**config.mk**
```make
export PLATFORM = sky130hd
export DESIGN_NAME = mem_access_unit
export DESIGN_NICKNAME = d
export VERILOG_FILES = /design/src/rtl/mem_access_unit.sv
export SDC_FILE = /design/constraint.sdc
export NUM_CORES = 1
export LEC_CHECK = 0
export BUFFER_PORTS_ARGS = -buffer_cell sky130_fd_sc_hd__clkbuf_2
export CORE_MARGIN = 2
export CORE_UTILIZATION = 54
export CTS_BUF_LIST = sky130_fd_sc_hd__clkbuf_2 sky130_fd_sc_hd__clkbuf_4 sky130_fd_sc_hd__clkbuf_8
export DETAILED_ROUTE_END_ITERATION = 8
export GPL_ROUTABILITY_DRIVEN = 0
export PLACE_DENSITY = 0.89
export REMOVE_ABC_BUFFERS = 1
export SLEW_MARGIN = 40
export SYNTH_ARGS = -nofsm -noshare
export SYNTH_HDL_FRONTEND = slang
export SYNTH_SLANG_ARGS = --single-unit
```
**constraint.sdc**
```tcl
create_clock -name clk -period 7.1 [get_ports clk]
set_clock_uncertainty 0.15 [all_clocks]
set_input_delay 0 -clock clk [delete_from_list [all_inputs] [get_ports clk]]
set_output_delay 0 -clock clk [all_outputs]
set_load 0.005 [all_outputs]
```
**src/rtl/mem_access_unit.sv**
```systemverilog
// ============================================================================
// mem_access_unit : M-stage load/store sequencer with req/ack data bus.
// Optional: MEM_TIMEOUT_EN enables a wait-state timeout raising AdEL/AdES.
// Revision: 1.0
// ============================================================================
`default_nettype none

module mem_access_unit #(
  parameter logic [31:0] DM_TOP         = 32'h0000_2FFF,
  parameter int unsigned TIMEOUT_CYCLES = 16
) (
  input  logic        clk,
  input  logic        reset,
  input  logic        Req,
  input  logic        valid_in,
  input  logic        is_store,
  input  logic [1:0]  size,
  input  logic        sign_ext,
  input  logic [31:0] addr,
  input  logic [31:0] wdata,
  output logic        bus_req,
  output logic        bus_we,
  output logic [31:0] bus_addr,
  output logic [3:0]  bus_byteen,
  output logic [31:0] bus_wdata,
  input  logic        bus_ack,
  input  logic [31:0] bus_rdata,
  output logic [31:0] DMout,
  output logic        busy,
  output logic        done,
  output logic        exc_valid,
  output logic [4:0]  exc_code
);

  typedef enum logic [1:0] {
    S_IDLE = 2'd0,
    S_WAIT = 2'd1,
    S_DONE = 2'd2
  } state_t;

  localparam logic [4:0] c_ADEL = 5'd4;
  localparam logic [4:0] c_ADES = 5'd5;

  state_t      r_state;
  logic        r_is_store;
  logic [1:0]  r_size;
  logic        r_sign_ext;
  logic [1:0]  r_lo;
  logic        r_bus_req;
  logic        r_bus_we;
  logic [31:0] r_bus_addr;
  logic [3:0]  r_bus_byteen;
  logic [31:0] r_bus_wdata;
  logic [31:0] r_dmout;

  logic        w_is_byte;
  logic        w_is_half;
  logic        w_is_word;
  logic        w_misaligned;
  logic        w_in_map;
  logic        w_in_io;
  logic        w_fault;
  logic        w_start;
  logic        w_tmo_hit;
  logic        w_tmo_exc;
  logic [3:0]  w_byteen;
  logic [31:0] w_wdata;
  logic [31:0] w_rshift;
  logic [7:0]  w_lane_b;
  logic [15:0] w_lane_h;
  logic [31:0] w_load;

  assign w_is_byte    = (size == 2'b00);
  assign w_is_half    = (size == 2'b01);
  assign w_is_word    = size[1];
  assign w_misaligned = (w_is_half && addr[0]) || (w_is_word && (addr[1:0] != 2'b00));
  assign w_in_io      = (addr >= 32'h7F00) && (addr <= 32'h7F23);
  assign w_in_map     = (addr <= DM_TOP)
                     || ((addr >= 32'h7F00) && (addr <= 32'h7F0B))
                     || ((addr >= 32'h7F10) && (addr <= 32'h7F1B))
                     || ((addr >= 32'h7F20) && (addr <= 32'h7F23));
  // Timer count registers are read-only from software.
  assign w_fault      = w_misaligned || !w_in_map || (w_in_io && !w_is_word)
                     || (is_store && ((addr == 32'h7F08) || (addr == 32'h7F18)));

  assign w_start = (r_state == S_IDLE) && valid_in && !w_fault && !Req;

  always_comb begin
    w_byteen = 4'b0000;
    w_wdata  = 32'h0;
    if (is_store) begin
      if (w_is_byte) begin
        w_byteen = 4'b0001 << addr[1:0];
        w_wdata  = {4{wdata[7:0]}};
      end else if (w_is_half) begin
        w_byteen = addr[1] ? 4'b1100 : 4'b0011;
        w_wdata  = {2{wdata[15:0]}};
      end else begin
        w_byteen = 4'b1111;
        w_wdata  = wdata;
      end
    end
  end

  assign w_rshift = bus_rdata >> {r_lo, 3'b000};
  assign w_lane_b = w_rshift[7:0];
  assign w_lane_h = r_lo[1] ? bus_rdata[31:16] : bus_rdata[15:0];

  always_comb begin
    w_load = bus_rdata;
    if (r_size == 2'b00)
      w_load = {{24{r_sign_ext & w_lane_b[7]}}, w_lane_b};
    else if (r_size == 2'b01)
      w_load = {{16{r_sign_ext & w_lane_h[15]}}, w_lane_h};
  end

`ifdef MEM_TIMEOUT_EN
  localparam int c_TMO_W = $clog2(TIMEOUT_CYCLES + 1);

  logic [c_TMO_W-1:0] r_tmo_cnt;
  logic               r_tmo_exc;

  assign w_tmo_hit = (r_state == S_WAIT) && !bus_ack
                  && (r_tmo_cnt == c_TMO_W'(TIMEOUT_CYCLES - 1));
  assign w_tmo_exc = r_tmo_exc;

  always_ff @(posedge clk) begin
    if (reset || Req) begin
      r_tmo_cnt <= '0;
      r_tmo_exc <= 1'b0;
    end else if (w_start) begin
      r_tmo_cnt <= '0;
      r_tmo_exc <= 1'b0;
    end else if (r_state == S_WAIT && !bus_ack) begin
      if (w_tmo_hit)
        r_tmo_exc <= 1'b1;
      else
        r_tmo_cnt <= r_tmo_cnt + 1'b1;
    end else if (r_state == S_DONE) begin
      r_tmo_exc <= 1'b0;
    end
  end
`else
  // No timeout: WAIT lasts until ack or flush.
  assign w_tmo_hit = 1'b0 & (TIMEOUT_CYCLES != 0);
  assign w_tmo_exc = 1'b0;
`endif

  always_ff @(posedge clk) begin
    if (reset) begin
      r_state      <= S_IDLE;
      r_is_store   <= 1'b0;
      r_size       <= 2'b00;
      r_sign_ext   <= 1'b0;
      r_lo         <= 2'b00;
      r_bus_req    <= 1'b0;
      r_bus_we     <= 1'b0;
      r_bus_addr   <= 32'h0;
      r_bus_byteen <= 4'b0000;
      r_bus_wdata  <= 32'h0;
      r_dmout      <= 32'h0;
    end else if (Req) begin
      // Flush: abandon any access; an unacked store never commits.
      r_state   <= S_IDLE;
      r_bus_req <= 1'b0;
    end else begin
      case (r_state)
        S_IDLE: begin
          if (w_start) begin
            r_state      <= S_WAIT;
            r_is_store   <= is_store;
            r_size       <= size;
            r_sign_ext   <= sign_ext;
            r_lo         <= addr[1:0];
            r_bus_req    <= 1'b1;
            r_bus_we     <= is_store;
            r_bus_addr   <= {addr[31:2], 2'b00};
            r_bus_byteen <= w_byteen;
            r_bus_wdata  <= w_wdata;
          end
        end
        S_WAIT: begin
          if (bus_ack) begin
            if (!r_is_store)
              r_dmout <= w_load;
            r_bus_req <= 1'b0;
            r_state   <= S_DONE;
          end else if (w_tmo_hit) begin
            r_bus_req <= 1'b0;
            r_state   <= S_DONE;
          end
        end
        S_DONE: begin
          r_state <= S_IDLE;
        end
        default: begin
          r_state   <= S_IDLE;
          r_bus_req <= 1'b0;
        end
      endcase
    end
  end

  assign bus_req    = r_bus_req;
  assign bus_we     = r_bus_we;
  assign bus_addr   = r_bus_addr;
  assign bus_byteen = r_bus_byteen;
  assign bus_wdata  = r_bus_wdata;
  assign DMout      = r_dmout;
  assign busy       = w_start || (r_state == S_WAIT);
  assign done       = (r_state == S_DONE);

  always_comb begin
    exc_valid = 1'b0;
    exc_code  = 5'd0;
    if (r_state == S_IDLE && valid_in && w_fault) begin
      exc_valid = 1'b1;
      exc_code  = is_store ? c_ADES : c_ADEL;
    end else if (r_state == S_DONE && w_tmo_exc) begin
      exc_valid = 1'b1;
      exc_code  = r_is_store ? c_ADES : c_ADEL;
    end
  end

endmodule

`default_nettype wire

```
==> impl_results.md <==
* Status: complete, no violations
* Cells after Synth at 578
* Synth unique cells at 45
* Cell family with most CP delay: buffers and inverters
* Final HPWL DP at 10,300 um
* Crit path kind: in2out
* Overflow after GRT at 0
* Synth async-reset ratio at 0%
* Number of synthesized register bits at 107
* CTS H-tree lvls at 3
* Post-CTS Setup Repair Bufs at 0
* Rel. slew slack at 47.1%
* Leak at 0.00349 uW
* Synth Warn # at 0
* DR iter-0 viols at 436
* Share of Yosys cell area claimed by the top area cell type at 41.7%
* Worst VDD drop at 0.113 mV
* Synthesized area per cell at 8.88 um2
* Worst path most repeated cell: clkbuf_2
* CP Cell Sequence: dlygate4sd3_1, clkbuf_2, or4_1, a211o_1, a31o_1, a21oi_2, o211a_1, nand3_2, buf_4, nand2_1, clkbuf_2
* Vias per cell at 5.89
* Initial core utilization at 55.5%
* Syn Std Cell Area at 0.00513 mm2
* CP Capture Type: output port
* Slew @ Worst Pin at 0.793 ns
* Wire per inst at 18.6 um
* Row count at 35
* Post-cts resize count at 0
* Post-Route WL at 18,100 um
* Critical path's slowest cell: o211a_1
* Initial antenna violation count at 1
* DRT antenna net count at 0
* DIE AREA at 0.0103 mm2
* Max-cap violation count at 0
* Clock transition at path regs at 0.11 ns
* Final setup fails at 0
* Count leader, synth: dfxtp_1
* Fraction of layout cells with a size suffix above 1 at 31.4%
* First-pass GRT wire length at 27,800 um
* Min-delay worst type: in2reg
* Clock insertion delay at the later pin of the skew report at 0.35 ns
* Number of synthesized flops with an enable pin at 0
* Core box area at 0.00924 mm2
* Crit-path max FO at 35
* Die Width at 101 um
* Commonest cells in the netlist: dfxtp_1, nand2_1, a21oi_1
* Vias in the first global route at 5,672
* Total CTS buffers at 9
* PD cells at 154 mW/mm2
* WP data arrival at 3.81 ns
* Total GRT Usage at 34.2%
* Sequential share of the synthesized area at 41.7%
* Port Buf Inserts at 209
* Clock Path Buffers at 2
* # IOs at 215
* CP max stage delay at 0.59 ns
* Layout Nets at 942
* CTS tree: built
* Final TNS setup at 0 ns
* Worst Path Buf+Inv at 4
* Top cell type by total area after synthesis: dfxtp_1
* Top cells by area, synth: dfxtp_1, mux2i_1, nand2_1
* DIE HEIGHT at 101 um
* Pre-antenna DRT Iters at 6
* Vias at 5,725
* RSZ-0062 raised after global routing: false
* Slew Viols, Final at 0
* Fmax achieved at 0.252 GHz
* Final period util at 55.8%
* CTS Sinks at 107
* Required @ worst endpoint at 6.95 ns
* Drt drc at 0
* Hold slack at 0.0454 ns
* Dominant synthesized flop cell: dfxtp_1
* Area grow syn2layout at 40.4%
* Final Hold Violating Endpoints at 0
* Final worst path period need at 3.96 ns
* Crit start category: input port
* Root Driver: clkbuf_8
* Largest net degree at the start of global routing at 58
[placed cells by master, fill, tap and decap left out, types with 14 or more instances in the layout]
cell type / n
nor3_1: 19
nand2_1: 79
clkbuf_2: 209
o211ai_1: 17
nand4_1: 20
and3_1: 20
dlygate4sd3_1: 89
mux2_2: 14
mux2i_1: 48
dfxtp_1: 107
o21ai_0: 19
o31ai_1: 19
a21oi_1: 59
nor2_1: 29
[what timing repair did]
item,CTS,global route
hold buffers,89,0
endpoints found under the hold margin,84,0
setup endpoints to repair,0,0
[routing by layer]
| layer | global-route usage [%] | up-vias | wire [um] |
|---|---|---|---|
| met3 | 7.66 | 85 | 1640 |
| met4 | 16.4 | 0 | 709 |
| met2 | 59.7 | 400 | 9130 |
| li1 | - | 2597 | - |
| met5 | 0 | - | 0 |
| met1 | 39.8 | 2643 | 6580 |
[where the power goes]
group / internal [uW] / total [uW] / switching [uW]
registers: 600 / 600 / 0.000318
logic: 72.5 / 147 / 74.1
clock network: 152 / 365 / 213
total: 824 / 1110 / 287
[final cells by class]
| class | instances | area (um2) |
|---|---|---|
| multi-input cells | 412 | 2720 |
| flip-flops and latches | 107 | 2140 |
| fillers | 554 | 2040 |
| repair buffers | 303 | 1970 |
| well taps | 129 | 161 |
| clock buffers | 11 | 151 |
| clock inverters | 5 | 42.5 |
| inverters | 4 | 15.0 |
| diodes | 1 | 2.50 |
[state kept, by name, summed over array words and instances (netlist names)]
register and cells:
bus_we 1, r_size 2, bus_addr 30, r_lo 2, r_sign_ext 1, bus_req 1
DMout 32, r_state 2, bus_wdata 32, bus_byteen 4
[worst min-delay path: stages]
cell and delay, ns:
clkbuf_2 0.13, nor2b_4 0.23, nand2_1 0.09, mux2i_1 0.05
[path summary, 6_finish.rpt]
| kind | depth (start not counted) | slack, ns | startpoint | end |
|---|---|---|---|---|
| worst max register to register | 5 | 4.15 | r_lo[1]$_SDFFE_PP0P_ | DMout[25]$_SDFFE_PP0P_ |
| worst max-delay path | 11 | 3.14 | addr[2] | busy |
| worst min register to register | 2 | 0.31 | DMout[2]$_SDFFE_PP0P_ | DMout[2]$_SDFFE_PP0P_ |
| worst min-delay path | 4 | 0.05 | is_store | bus_wdata[20]$_SDFFE_PP0P_ |
[stage by stage]
step	cells	total power [uW]	util, %	instance area (um2)	worst slack [ns]
floorplan	523	651	-	4860	3.79
CTS	971	1110	77.9	7200	3.28
global route	972	1150	78.0	7200	2.89
detailed placement	866	711	66.2	6120	3.62
finish	972	1110	78.0	7200	3.14
global placement	865	708	66.0	6100	3.73
[logic make-up after synthesis]
group | count (synthesis) | synth area share, %
flip-flops | 107 | 41.7
buffers and inverters | 63 | 5.90
other | 1 | 0.0731
AO/OA/AOI/OAI | 135 | 16.4
multiplexers | 75 | 17.4
AND/OR/NAND/NOR | 197 | 18.5
Note: power is estimated with default switching activity, not from simulation.
